==> src/rtl/pc_sequencer_pkg.sv <==
// Shared definitions for the program-counter sequencer: next-PC select codes
// and the default reset/trap vectors.
package pc_seq_pkg;

    typedef enum logic [2:0] {
        SEL_SEQ    = 3'd0,
        SEL_BRANCH = 3'd1,
        SEL_JUMP   = 3'd2,
        SEL_RET    = 3'd3,
        SEL_TRAP   = 3'd4
    } pc_sel_e;

    localparam logic [31:0] DEFAULT_RESET_VECTOR = 32'h0000_0000;
    localparam logic [31:0] DEFAULT_TRAP_VECTOR  = 32'h0000_0080;

endpackage

==> src/rtl/pc_sequencer_if.sv <==
// Request/response bundle between the fetch control and the PC sequencer.
interface pc_sequencer_if #(
    parameter int REG_BITS  = 32,
    parameter int RAS_DEPTH = 4
);
    localparam int CNT_W = $clog2(RAS_DEPTH) + 1;

    logic                stall;
    logic                trap;
    logic                branch;
    logic [REG_BITS-1:0] branch_target;
    logic                jump;
    logic                call;
    logic                ret;
    logic [REG_BITS-1:0] jump_target;
    logic [REG_BITS-1:0] pc;
    logic [REG_BITS-1:0] pc_next;
    logic [REG_BITS-1:0] pc_plus;
    logic [CNT_W-1:0]    ras_count;
    logic                ras_underflow;

    modport master (
        output stall, trap, branch, branch_target, jump, call, ret, jump_target,
        input  pc, pc_next, pc_plus, ras_count, ras_underflow
    );

    modport slave (
        input  stall, trap, branch, branch_target, jump, call, ret, jump_target,
        output pc, pc_next, pc_plus, ras_count, ras_underflow
    );
endinterface

==> src/rtl/pc_sequencer_ras_stack.sv <==
// Circular return-address stack with saturating count; a push at full
// overwrites the oldest entry, and push+pop together replaces the top.
module ras_stack #(
    parameter int REG_BITS  = 32,
    parameter int RAS_DEPTH = 4,
    localparam int PTR_W    = $clog2(RAS_DEPTH),
    localparam int CNT_W    = PTR_W + 1
) (
    input  logic                clk,
    input  logic                reset_n,
    input  logic                push,
    input  logic                pop,
    input  logic [REG_BITS-1:0] push_data,
    output logic [REG_BITS-1:0] top,
    output logic [CNT_W-1:0]    count,
    output logic                empty,
    output logic                full
);
    logic [REG_BITS-1:0] mem_r [RAS_DEPTH];
    logic [PTR_W-1:0]    ptr_r;
    logic [CNT_W-1:0]    count_r;
    logic [PTR_W-1:0]    top_idx_s;
    logic                pop_ok_s;

    // ptr_r names the next free slot, so the top lives one below it
    assign top_idx_s = ptr_r - PTR_W'(1);
    assign top       = mem_r[top_idx_s];
    assign count     = count_r;
    assign empty     = (count_r == CNT_W'(0));
    assign full      = (count_r == CNT_W'(RAS_DEPTH));
    assign pop_ok_s  = pop && !empty;

    // Entry storage: contents are don't-care after reset
    always_ff @(posedge clk) begin
        if (push && pop_ok_s) begin
            mem_r[top_idx_s] <= push_data;
        end else if (push) begin
            mem_r[ptr_r] <= push_data;
        end
    end

    // Pointer and saturating occupancy count
    always_ff @(posedge clk or negedge reset_n) begin
        if (!reset_n) begin
            ptr_r   <= PTR_W'(0);
            count_r <= CNT_W'(0);
        end else begin
            case ({push, pop_ok_s})
                2'b10: begin
                    ptr_r   <= ptr_r + PTR_W'(1);
                    count_r <= full ? count_r : count_r + CNT_W'(1);
                end
                2'b01: begin
                    ptr_r   <= top_idx_s;
                    count_r <= count_r - CNT_W'(1);
                end
                default: begin
                    ptr_r   <= ptr_r;
                    count_r <= count_r;
                end
            endcase
        end
    end
endmodule

==> src/rtl/pc_sequencer.sv <==
// Program-counter sequencer: prioritised next-PC select, target alignment,
// the PC register and a return-address stack for call/return.
module pc_sequencer
    import pc_seq_pkg::*;
#(
    parameter int                  REG_BITS     = 32,
    parameter int                  INSTR_BYTES  = 4,
    parameter logic [REG_BITS-1:0] RESET_VECTOR = REG_BITS'(DEFAULT_RESET_VECTOR),
    parameter logic [REG_BITS-1:0] TRAP_VECTOR  = REG_BITS'(DEFAULT_TRAP_VECTOR),
    parameter int                  RAS_DEPTH    = 4
) (
    input  logic           clk,
    input  logic           reset_n,
    pc_sequencer_if.slave  bus
);
    localparam int                  CNT_W      = $clog2(RAS_DEPTH) + 1;
    localparam logic [REG_BITS-1:0] ALIGN_MASK = ~(REG_BITS'(INSTR_BYTES - 1));

    logic [REG_BITS-1:0] pc_r;
    logic [REG_BITS-1:0] pc_plus_s;
    logic [REG_BITS-1:0] target_s;
    logic [REG_BITS-1:0] pc_next_s;
    logic [REG_BITS-1:0] ras_top_s;
    logic [CNT_W-1:0]    ras_count_s;
    logic                ras_empty_s;
    logic                ras_full_s;
    logic                ret_ok_s;
    logic                advance_s;
    pc_sel_e             sel_s;

    assign pc_plus_s = pc_r + REG_BITS'(INSTR_BYTES);
    assign ret_ok_s  = bus.ret && !ras_empty_s;
    // A trap always moves the PC, even while stalled, but never touches the RAS
    assign advance_s = bus.trap || !bus.stall;

    // Next-PC source priority: trap > ret > call/jump > branch > sequential
    always_comb begin
        sel_s = SEL_SEQ;
        if (bus.trap) begin
            sel_s = SEL_TRAP;
        end else if (ret_ok_s) begin
            sel_s = SEL_RET;
        end else if (bus.call || bus.jump) begin
            sel_s = SEL_JUMP;
        end else if (bus.branch) begin
            sel_s = SEL_BRANCH;
        end else begin
            sel_s = SEL_SEQ;
        end
    end

    // Source mux followed by instruction alignment of the chosen target
    always_comb begin
        target_s = pc_plus_s;
        case (sel_s)
            SEL_TRAP:   target_s = TRAP_VECTOR;
            SEL_RET:    target_s = ras_top_s;
            SEL_JUMP:   target_s = bus.jump_target;
            SEL_BRANCH: target_s = bus.branch_target;
            SEL_SEQ:    target_s = pc_plus_s;
            default:    target_s = pc_plus_s;
        endcase
        pc_next_s = target_s & ALIGN_MASK;
    end

    // PC register
    always_ff @(posedge clk or negedge reset_n) begin
        if (!reset_n) begin
            pc_r <= RESET_VECTOR;
        end else if (advance_s) begin
            pc_r <= pc_next_s;
        end else begin
            pc_r <= pc_r;
        end
    end

    ras_stack #(
        .REG_BITS  (REG_BITS),
        .RAS_DEPTH (RAS_DEPTH)
    ) u_ras (
        .clk       (clk),
        .reset_n   (reset_n),
        .push      (bus.call && !bus.trap && !bus.stall),
        .pop       (bus.ret && !bus.trap && !bus.stall),
        .push_data (pc_plus_s),
        .top       (ras_top_s),
        .count     (ras_count_s),
        .empty     (ras_empty_s),
        .full      (ras_full_s)
    );

    assign bus.pc            = pc_r;
    assign bus.pc_next       = pc_next_s;
    assign bus.pc_plus       = pc_plus_s;
    assign bus.ras_count     = ras_count_s;
    assign bus.ras_underflow = bus.ret && ras_empty_s;
endmodule

==> src/flat_wrapper.sv <==
// flat-port wrapper written by rule: the top's interface ports become plain ports
module pc_sequencer_flat import pc_seq_pkg::*;
#(
    parameter int                  REG_BITS     = 32,
    parameter int                  INSTR_BYTES  = 4,
    parameter logic [REG_BITS-1:0] RESET_VECTOR = REG_BITS'(DEFAULT_RESET_VECTOR),
    parameter logic [REG_BITS-1:0] TRAP_VECTOR  = REG_BITS'(DEFAULT_TRAP_VECTOR),
    parameter int                  RAS_DEPTH    = 4
)
  (clk, reset_n, bus_stall, bus_trap, bus_branch, bus_branch_target, bus_jump, bus_call, bus_ret, bus_jump_target, bus_pc, bus_pc_next, bus_pc_plus, bus_ras_count, bus_ras_underflow);
  pc_sequencer_if #(.REG_BITS(REG_BITS), .RAS_DEPTH(RAS_DEPTH)) bus_i ();
  input  logic clk;
  input  logic reset_n;
  input wire logic [$bits(bus_i.stall)-1:0] bus_stall;
  input wire logic [$bits(bus_i.trap)-1:0] bus_trap;
  input wire logic [$bits(bus_i.branch)-1:0] bus_branch;
  input wire logic [$bits(bus_i.branch_target)-1:0] bus_branch_target;
  input wire logic [$bits(bus_i.jump)-1:0] bus_jump;
  input wire logic [$bits(bus_i.call)-1:0] bus_call;
  input wire logic [$bits(bus_i.ret)-1:0] bus_ret;
  input wire logic [$bits(bus_i.jump_target)-1:0] bus_jump_target;
  output wire logic [$bits(bus_i.pc)-1:0] bus_pc;
  output wire logic [$bits(bus_i.pc_next)-1:0] bus_pc_next;
  output wire logic [$bits(bus_i.pc_plus)-1:0] bus_pc_plus;
  output wire logic [$bits(bus_i.ras_count)-1:0] bus_ras_count;
  output wire logic [$bits(bus_i.ras_underflow)-1:0] bus_ras_underflow;
  assign bus_i.stall = bus_stall;
  assign bus_i.trap = bus_trap;
  assign bus_i.branch = bus_branch;
  assign bus_i.branch_target = bus_branch_target;
  assign bus_i.jump = bus_jump;
  assign bus_i.call = bus_call;
  assign bus_i.ret = bus_ret;
  assign bus_i.jump_target = bus_jump_target;
  assign bus_pc = bus_i.pc;
  assign bus_pc_next = bus_i.pc_next;
  assign bus_pc_plus = bus_i.pc_plus;
  assign bus_ras_count = bus_i.ras_count;
  assign bus_ras_underflow = bus_i.ras_underflow;
  pc_sequencer #(.REG_BITS(REG_BITS), .INSTR_BYTES(INSTR_BYTES), .RESET_VECTOR(RESET_VECTOR), .TRAP_VECTOR(TRAP_VECTOR), .RAS_DEPTH(RAS_DEPTH)) u_core (.clk(clk), .reset_n(reset_n), .bus(bus_i));
endmodule
==> config.mk <==
export PLATFORM = sky130hd
export DESIGN_NAME = pc_sequencer_flat
export DESIGN_NICKNAME = d
export VERILOG_FILES = /design/src/rtl/pc_sequencer_pkg.sv /design/src/rtl/pc_sequencer_if.sv /design/src/rtl/pc_sequencer_ras_stack.sv /design/src/rtl/pc_sequencer.sv /design/src/flat_wrapper.sv
export SDC_FILE = /design/constraint.sdc
export NUM_CORES = 1
export LEC_CHECK = 0
export CAP_MARGIN = 25
export CORE_UTILIZATION = 40
export CTS_BUF_LIST = sky130_fd_sc_hd__clkbuf_16
export DETAILED_ROUTE_END_ITERATION = 8
export PLACE_DENSITY = 0.66
export SLEW_MARGIN = 20
export SYNTH_ARGS = -nofsm -noshare
export SYNTH_HDL_FRONTEND = slang
export SYNTH_SLANG_ARGS = --single-unit
==> constraint.sdc <==
create_clock -name clk -period 4.48 [get_ports clk]
set_input_delay 0.896 -clock clk [delete_from_list [all_inputs] [get_ports clk]]
set_output_delay 0.896 -clock clk [all_outputs]
set_load 0.05 [all_outputs]
Word level (Yosys, flattened, before mapping)
Memory sizes are Yosys's and may differ from the RTL's.
Cells that the tools add are included.
- memories kept: 1
- memory bits (writable): 128
- logic and storage cells: 50
- input bits: 72
- bits in registers: 35
- output and inout port bits: 100
- memory list (memory ; depth ; width ; read ports ; clocked after memory_dff ; write ports ; RTL line ; source):
    u_core.u_ras.mem_r ; 4 ; 32 ; 1 ; 0 ; 1 ; pc_sequencer_ras_stack.sv:19 ; logic [REG_BITS-1:0] mem_r [RAS_DEPTH];
- muxes and demuxes: 16
- eq/ne operators: 8
- reductions and logical operators: 17
- add/subtract/negate cells: 5
- operator list (cell ; count):
    one-hot mux 32 bit (4 select lines) ; 1
    adder 32 x 3 -> 32 bit (second input constant) ; 1
    two-way mux 32 bit ; 1
    OR reduction 32 bit ; 1
    two-way mux 3 bit ; 4
    logical AND 1 bit ; 8
    two-way mux 1 bit ; 7
    equality test 3 x 2 -> 1 bit (second input constant) ; 2
    equality test 3 bit (second input constant) ; 2
    one-hot mux 3 bit (2 select lines) ; 1
    one-hot mux 2 bit (2 select lines) ; 1
    adder 3 x 1 -> 3 bit (second input constant) ; 1
    equality test 3 x 1 -> 1 bit (second input constant) ; 1
    logical NOT 1 bit ; 3
    logical NOT 3 bit ; 1
    subtractor 3 x 1 -> 3 bit (second input constant) ; 1
    adder 2 x 1 -> 2 bit (second input constant) ; 1
    equality test 2 x 1 -> 1 bit (second input constant) ; 1
    equality test 2 bit (second input constant) ; 1
    logical OR 1 bit ; 2
    two-way mux 2 bit ; 1
    inequality test 2 bit (second input constant) ; 1
    AND reduction 2 bit ; 1
    nonzero test 2 bit ; 1
    subtractor 2 x 1 -> 2 bit (second input constant) ; 1

Longest topological paths before layout
Gate-level depths: netlist of run 1.
- depth after elaboration: 9
- gate-level depth with buffers: 12
- gate-level depth less buffers: 9

Hierarchy
A second synthesis of run 1 with hierarchy kept.
- cells, all modules: 592
- area total of the unflattened synthesis: 8197.9 um2
- by module, submodules not included (module ; times used ; cells each ; area each (um2) ; sequential area each (um2)):
    ras_stack ; 1 ; 217 ; 5108.6 ; 3968.8
    pc_sequencer ; 1 ; 375 ; 3089.2 ; 750.7

Least setup slack after synthesis of run 1
OpenSTA, ideal clock, no wires.
- kind: register -> output
- start: reg u_core.pc_r[2], in the netlist u_core.bus.pc[2]
- end: out bus_pc_next[10]
- path buffers: 0
- required time: 3584 ps
- arrival time: 3645 ps
- stages on the path, launching flop included: 7
- path slack: -61 ps
- cell sequence: dfrtp_1 -> ha_1 -> nand3_1 -> nor3_1 -> xor2_1 -> nor2_1 -> nor3_1
- longest elaborated chain between the ends: 2
- ends and longest elaborated chain (what ; RTL line ; source):
    start: declaration ; pc_sequencer.sv:19 ; logic [REG_BITS-1:0] pc_r;
    start signal: assignment ; pc_sequencer.sv:71 ; pc_r <= pc_next_s;
    start signal: assignment ; pc_sequencer.sv:73 ; pc_r <= pc_r;
    adder 32 x 3 -> 32 bit ; pc_sequencer.sv:31 ; assign pc_plus_s = pc_r + REG_BITS'(INSTR_BYTES);
    via bus_pc_plus[10] ; flat_wrapper.sv:24 ; output wire logic [$bits(bus_i.pc_plus)-1:0] bus_pc_plus;
    one-hot mux 32 bit (4 select lines) ; pc_sequencer.sv:55 ; case (sel_s)
    end: declaration ; flat_wrapper.sv:23 ; output wire logic [$bits(bus_i.pc_next)-1:0] bus_pc_next;
The timed path passes the listed nets, and every way through them passes these cells.

Final worst setup path of run 1
- start: reg u_core.pc_r[11], in the netlist u_core.bus.pc[11]
- end: out bus_pc_plus[31]
- longest elaborated chain between the ends: 1
- ends and longest elaborated chain (what ; RTL line):
    adder 32 x 3 -> 32 bit ; pc_sequencer.sv:31
    end: declaration ; flat_wrapper.sv:24
No other way between the ends.

==> results of run 1 <==
worst register-to-register path, delay by kind of cell, from the launching register on:
kind                       cells  cell delay [ns]
AOI/OAI and AO/OA              2             0.59
and+or+nand+nor                2             0.62
buffers and inverters          2             0.58
xor gates and xnor gates       1             0.18
DFF                            1             0.48
adders and majority gates      1             0.26
area by class of cell:
class	count	area share
Timing Repair Buffer	197	0.201
Sequential cell	155	0.408
Clock inverter	15	0.0191
Tap cell	265	0.0301
Multi-Input combinational cell	405	0.297
Inverter	19	0.00648
Clock buffer	17	0.0387
timing repair:
item                       in CTS  in global routing
setup buffers                   0                  0
resized for setup               0                  6
setup endpoints to repair       0                  7
report_power, final:
group          total [uW]  internal [uW]  switching, uW  leakage (uW)
combinational        2500           1050           1450       0.00208
clock                1540            943            600      0.000311
sequential           2060           1770            287       0.00153
total                6100           3770           2340       0.00392
state kept, by name (all words and copies together) (netlist names):
register	flops
u_core.u_ras.count	3
u_core.bus.pc	30
u_core.u_ras.ptr_r	2
u_core.u_ras.mem_r	120
metrics by stage:
stage	total power [uW]	cells	hold slack (ns)	worst slack [ns]
after floorplan	3570	631	0.600	0.00783
after global placement	4520	1041	0.563	0.404
after detailed placement	4570	1041	0.589	0.352
after CTS	6110	1073	0.606	0.0122
after global routing	6310	1073	0.631	0.0181
final	6100	1073	0.594	0.0990
cell usage in the layout (no fill, tap or decap), types with 18 or more instances in the layout:
master | Yosys | final
xnor2_1 | 22 | 22
nand3_1 | 18 | 18
dfrtp_1 | 35 | 34
nand2_1 | 38 | 38
inv_1 | 18 | 18
o21ai_0 | 18 | 18
nor2_1 | 36 | 32
mux4_2 | 30 | 30
clkdlybuf4s50_1 | 0 | 122
a21oi_1 | 34 | 32
buf_4 | 6 | 37
edfxtp_1 | 120 | 120
buf_12 | 0 | 32
worst paths after layout:
kind,start,slack [ns],cells after the start,to
max,u_core.bus.pc[11],0.1,5,bus_pc_plus[31]
min,reset_n,0.59,1,u_core.u_ras.count[0]
max reg2reg,u_core.u_ras.count[2],1.46,8,u_core.u_ras.mem_r[2][26]
min reg2reg,u_core.bus.pc[10],0.63,2,u_core.bus.pc[10]
max in group asynchronous,reset_n,3.22,1,u_core.u_ras.ptr_r[0]
min in group clk,u_core.bus.pc[10],0.63,2,u_core.bus.pc[10]
logic make-up (layout without fill, tap and decap cells):
| logic type | count (synthesis) | in the layout | synth area share |
|---|---|---|---|
| other | 1 | 6 | 0.000470 |
| multiplexers | 40 | 40 | 0.0987 |
| XOR/XNOR | 32 | 32 | 0.0361 |
| AND/OR/NAND/NOR | 171 | 171 | 0.119 |
| buffers and inverters | 71 | 248 | 0.0377 |
| adder cells (fa/ha/maj) | 6 | 6 | 0.0104 |
| flip-flops | 155 | 155 | 0.562 |
| AO/OA/AOI/OAI | 150 | 150 | 0.136 |
layer usage:
layer / vias up / wire, um / share of wire / global-route usage
li1: 2766 / - / - / -
met1: 3197 / 9970 / 0.41 / 0.325
met2: 351 / 11700 / 0.48 / 0.396
met3: 41 / 2180 / 0.089 / 0.0533
met4: 0 / 616 / 0.025 / 0.0939
met5: - / 0 / 0 / 0
==> reports/metrics.csv, run 1 <==
metric;value;unit
outcome;finished, final reports clean;
area_growth;37.9;%
start_util;0.408;
grt_util_all_layers;0.246;
clk_latency;0.42;ns
drt-initial-drc-count;636;
drv_cap;0;
slew-limit-headroom;0.387;
vias_per_cell;5.92;
netlist_area;7980;um2
yosys.area.top_type;edfxtp_1;
critPathKind;register to output port;
clk_pin_slew_worst_paths;0.06;ns
tightest_slew;0.919;ns
placed_area;10300;um2
critical-path-top-delay-family;simple AND/OR/NAND/NOR gates;
worstPathRequired;3.58;ns
utilization;0.563;
grt_pass1_vias;6310;
vias;6355;
wl_per_cell;22.8;um
yosys_warnings;0;
path_cells;nand3_2 > or4_4 > or4_4 > xnor2_2 > clkdlybuf4s50_1;
rsz0062_at_grt;false;
synth-edff-count;120;
setup_viol;0;
cts_hold_buf;0;
dr.pass1.iters;6;
dieHeight;143;um
drive_gt1_frac;0.224;
startpoint_type;register;
fp.dieArea;20500;um2
drt-total-wl;24.4;mm
diodes;0;
antenna_found_initial;0;
cts_max_path_buffers;2;
yosys-top-cells-count;edfxtp_1 (120), nand2_1 (38), nor2_1 (36);
period_needed;4.38;ns
fin_tns_setup;0;ns
synthFlopType;edfxtp_1;
globalplace.congestion;0.829;
min_path_type;primary input to asynchronous set/reset pin;
cpMostUsedCell;or4_4;
regArea;4480;um2
async_flop_share;0.226;
ys_types;62;
h-tree-depth;4;
yosysTopAreaCellShare;0.452;
route.detailed.drc;0;
syn_area_per_cell;12.7;um2
portBuffers;161;
grt_pass1_wl;36.7;mm
postRouteAntennaNets;0;
worst_setup_path_end_kind;output port;
fin_crit_sh;0.978;
synth_cells;626;
cts_buffers;17;
clock.fmax;228;MHz
ys_ff_latch;155;
slowest_delay;0.86;ns
grt-ovfl-total;0;
cts_tree;done;
die_x;143;um
ios;172;
root_buffer;clkbuf_16;
yosysMostFrequentCell;edfxtp_1;
final_nets;873;
hold_violations;0;
final_area;11000;um2
ir_drop;323;uV
slew_violations;0;
dpl.hpwl;17.3;mm
clock-sinks;155;
yosysSeqAreaShare;0.562;
fillers;1615;
grt_max_degree;36;
multi_input_area;3270;um2
synth_area_leaders;edfxtp_1 (45%), dfrtp_1 (11%), mux4_2 (8.5%), xnor2_1 (2.4%), a21oi_1 (2.1%);
coreArea;19500;um2
rows;51;
worst-path-max-fanout;8;
worstPathArrival;3.48;ns
slowest_stage;clkdlybuf4s50_1;
p_per_area;555;nW/um2
clock_skew;0.00524;ns
p_leak;0.00392;uW
critical_path.n_buffers_inverters;1;
(Power assumes the default switching activity.)
==> run 2, diff against run 1 <==
Clock period 4.48 ns to 4.9 ns, I/O delays scaled along.
==> reports/metrics.csv, run 2 (same netlist as run 1, synthesis figures left out) <==
metric;value;unit
outcome;finished, final reports clean;
vias_per_cell;5.82;
antenna_found_initial;0;
min_path_type;primary input to asynchronous set/reset pin;
area_growth;37.3;%
final_common_cell;clkdlybuf4s50_1;
clock-sinks;155;
start_util;0.408;
clock_skew;0.00793;ns
drive_gt1_frac;0.215;
ff2ff_setup_slack;1.81;ns
setup_slack;0.306;ns
cts_resized;0;
grt-ovfl-total;0;
root_buffer;clkbuf_16;
power;5450;uW
setup_viol;0;
cts_buffers;17;
clock.fmax;218;MHz
cts_tree;done;
worstPathRequired;3.92;ns
drt-total-wl;24.6;mm
worst_setup_path_end_kind;output port;
cts_max_path_buffers;2;
slowest_delay;0.90;ns
multi_input_area;3260;um2
critical_path.n_buffers_inverters;2;
drt-initial-drc-count;638;
slowest_stage;clkdlybuf4s50_1;
worst-path-max-fanout;8;
critPathKind;register to output port;
rsz0062_at_grt;false;
ir_drop;295;uV
pre_cts_ws;0.420;ns
fin_tns_setup;0;ns
final_nets;871;
wl_per_cell;23.0;um
grt_pass1_wl;36.8;mm
globalplace.congestion;0.841;
route.detailed.drc;0;
p_per_area;498;nW/um2
critical-path-top-delay-family;buffers and inverters;
postRouteAntennaNets;0;
grt_pass1_vias;6332;
path_cells;ha_1 > nand3_1 > nor4_1 > buf_4 > nand3_1 > xnor2_1 > clkdlybuf4s50_1;
post_cts_buffers;0;
diodes;0;
fp.dieArea;20500;um2
largest_register;u_core.u_ras.mem_r;
worstPathArrival;3.61;ns
startpoint_type;register;
hold_violations;0;
timing.rr.start;u_core.u_ras.ptr_r[1];
final_area;10900;um2
worst_hold_slack;0.530;ns
placed_area;10300;um2
slew_violations;0;
layout_common_cells;clkdlybuf4s50_1 (130), edfxtp_1 (120), nand2_1 (38);
drv_cap;0;
dr.pass1.iters;5;
portBuffers;161;
ios;172;
cp.depth;7;
dpl.hpwl;16.9;mm
vias;6228;
slew-limit-headroom;0.269;
h-tree-depth;4;
cpMostUsedCell;nand3_1;
clk_pin_slew_worst_paths;0.06;ns
grt_util_all_layers;0.248;
cts_hold_buf;0;
worst-r2r-cell-count;5;
tightest_slew;1.10;ns
coreArea;19500;um2
grt_max_degree;36;
largest_register_ffs;120;
die_x;143;um
fin_crit_sh;0.938;
dieHeight;143;um
crit_start;u_core.bus.pc[2];
clk_latency;0.42;ns
regArea;4480;um2
fillers;1627;
period_needed;4.59;ns
rows;51;
p_leak;0.00383;uW
## run 2: metal layers
metal / routed length [um] / track usage
met5: 0 / 0
met1: 10300 / 0.322
met2: 11900 / 0.411
met3: 1810 / 0.0443
met4: 614 / 0.0985
## run 2: area by class of cell
type / count / area share
clock buffer: 17 / 0.0389
clock inverter: 15 / 0.0147
inverter: 19 / 0.00651
multi-input combinational: 405 / 0.298
sequential: 155 / 0.409
tap: 265 / 0.0303
timing repair buffer: 195 / 0.202
## run 2: stage by stage
step	util	std cells
after CTS	0.558	1069
after detailed placement	0.528	1037
after global placement	0.528	1037
final	0.561	1071
after global routing	0.561	1071
after floorplan	-	631
## run 2: final timing paths
check / end
min reg2reg: u_core.bus.pc[24]
max reg2reg: u_core.u_ras.mem_r[1][19]
max in group asynchronous: u_core.bus.pc[6]
min: u_core.bus.pc[28]
max: bus_pc_plus[28]
min in group clk: u_core.bus.pc[24]
## run 2: worst register-to-register path, delay by kind of cell (launching register included)
kind                   cells  cell delay (ns)
AND/OR/NAND/NOR            1             0.43
buffers and inverters      3             0.83
AO/OA/AOI/OAI              1             0.45
flip-flops                 1             1.06
## run 2: where the power goes
part	switching [uW]	internal, uW
registers	258	1620
clock network	544	758
logic	1310	961
total	2110	3340
==> run 3, diff against run 2 <==
Clock period 4.9 ns to 5.65 ns, I/O delays scaled along.
==> reports/metrics.csv, run 3 (same netlist as run 1, synthesis figures left out) <==
metric;value;unit
ios;172;
fp.dieArea;20500;um2
timing.rr.start;u_core.u_ras.count[2];
cts_hold_buf;0;
cts_tree;done;
tightest_slew;0.975;ns
p_leak;0.00379;uW
period_needed;4.91;ns
route.detailed.drc;0;
startpoint_type;primary input;
area_growth;36.9;%
largest_register;u_core.u_ras.mem_r;
worst-path-max-fanout;11;
postRouteAntennaNets;0;
fin_crit_sh;0.869;
highest_layer;met4;
layout_common_cells;clkdlybuf4s50_1 (133), edfxtp_1 (120), nand2_1 (38);
fin_tns_setup;0;ns
wl_per_cell;23.1;um
largest_register_ffs;120;
rsz0062_at_grt;false;
slowest_stage;o31a_1;
cts_buffers;17;
min_path_type;register to register;
critPathKind;primary input to output port;
outcome;finished, final reports clean;
final_nets;862;
drv_cap;0;
diodes;0;
drt-initial-drc-count;692;
slew-limit-headroom;0.348;
rows;51;
dp_cells;1029;
grt_util_all_layers;0.250;
worst-r2r-cell-count;8;
hold_violations;0;
path_cells;clkdlybuf4s50_1 > o31a_1 > or4_1 > buf_4 > o221ai_1 > nor2_1 > buf_12;
dpl.hpwl;16.9;mm
drive_gt1_frac;0.201;
cts_max_path_buffers;2;
slew_violations;0;
dr.pass1.iters;5;
clk_latency;0.43;ns
dieHeight;143;um
post_cts_buffers;0;
drt-met1-wl;9.85;mm
hold_end;u_core.bus.pc[30];
ir_drop;264;uV
cts_resized;0;
grt_pass1_vias;6379;
globalplace.congestion;0.860;
setup_slack;0.738;ns
dr_wl_met2;11.7;mm
p_per_area;443;nW/um2
final_common_cell;clkdlybuf4s50_1;
antenna_found_initial;0;
ff2ff_setup_slack;2.05;ns
h-tree-depth;4;
grt_max_degree;36;
coreArea;19500;um2
worst_setup_path_end_kind;output port;
grt-ovfl-total;0;
dr_wl_met3;2.47;mm
root_buffer;clkbuf_16;
min_from;u_core.bus.pc[30];
vias;6205;
clock_skew;0.00925;ns
die_x;143;um
portBuffers;161;
slowest_delay;0.63;ns
worst_r2r_endpoint;u_core.u_ras.mem_r[2][11];
vias_per_cell;5.84;
fillers;1600;
clock-sinks;155;
finalNonFillerCells;1062;
worstPathRequired;4.52;ns
holdPathStages;1;
pre_cts_ws;0.765;ns
start_util;0.408;
clock.fmax;204;MHz
setup_viol;0;
drt-total-wl;24.5;mm
clk_pin_slew_worst_paths;0.06;ns
worstPathArrival;3.78;ns
grt_pass1_wl;36.8;mm
-- run 3: cell types whose count changed in the layout (fill, tap and decap cells not counted), sizes merged --
| cell | change |
|---|---|
| clkinv | +1 |
| bufinv | +3 |
| inv | -3 |
| clkinvlp | -1 |
| clkdlybuf4s50 | +3 |
| buf | -12 |
-- run 3: how the worst max path moves through the flow --
stage                     slack [ns]  cells after the start              end        startpoint
final                           0.74                      7  bus_pc_next[15]           bus_ret
after global routing            0.58                      7  bus_pc_next[14]          bus_call
after CTS                       0.76                      7  bus_pc_next[15]           bus_ret
after detailed placement        0.76                      7  bus_pc_next[15]           bus_ret
after global placement          0.79                      6   bus_pc_next[7]           bus_ret
after floorplan                 0.87                      6  bus_pc_next[10]  u_core.bus.pc[2]
-- run 3: critical path: cells and delay by family --
kind	cells	cell delay (ns)
AO/OA/AOI/OAI	2	0.84
buffers and inverters	3	1.01
AND/OR/NAND/NOR	2	0.79
-- run 3: layer usage --
metal / GRT usage / up-vias
met2: 0.403 / 354
met1: 0.326 / 3080
li1: - / 2737
met5: 0 / -
met3: 0.0607 / 34
met4: 0.0968 / 0
-- run 3: per-stage QoR --
step	hold slack [ns]	power [uW]	utilization	instance area, um2
2_1_floorplan	0.797	2830	-	7990
3_3_place_gp	0.580	3560	0.525	10200
3_5_place_dp	0.590	3600	0.525	10200
4_1_cts	0.609	4850	0.558	10900
5_1_grt	0.622	5010	0.559	10900
6_report	0.602	4830	0.559	10900
-- run 3: area by class of cell --
cell class	count	area [um2]	share of cell area
inverter	19	71.3	0.00653
clock inverter	15	221	0.0203
sequential	155	4480	0.410
tap	265	332	0.0304
clock buffer	17	425	0.0390
timing repair buffer	186	2120	0.194
multi-input combinational	405	3260	0.299
-- run 3: report_power, final --
part	switching [uW]	leakage (uW)	total [uW]	internal [uW]
registers	159	0.00153	1560	1400
logic	1200	0.00195	2030	821
clock network	462	0.000313	1250	784
total	1830	0.00379	4830	3010
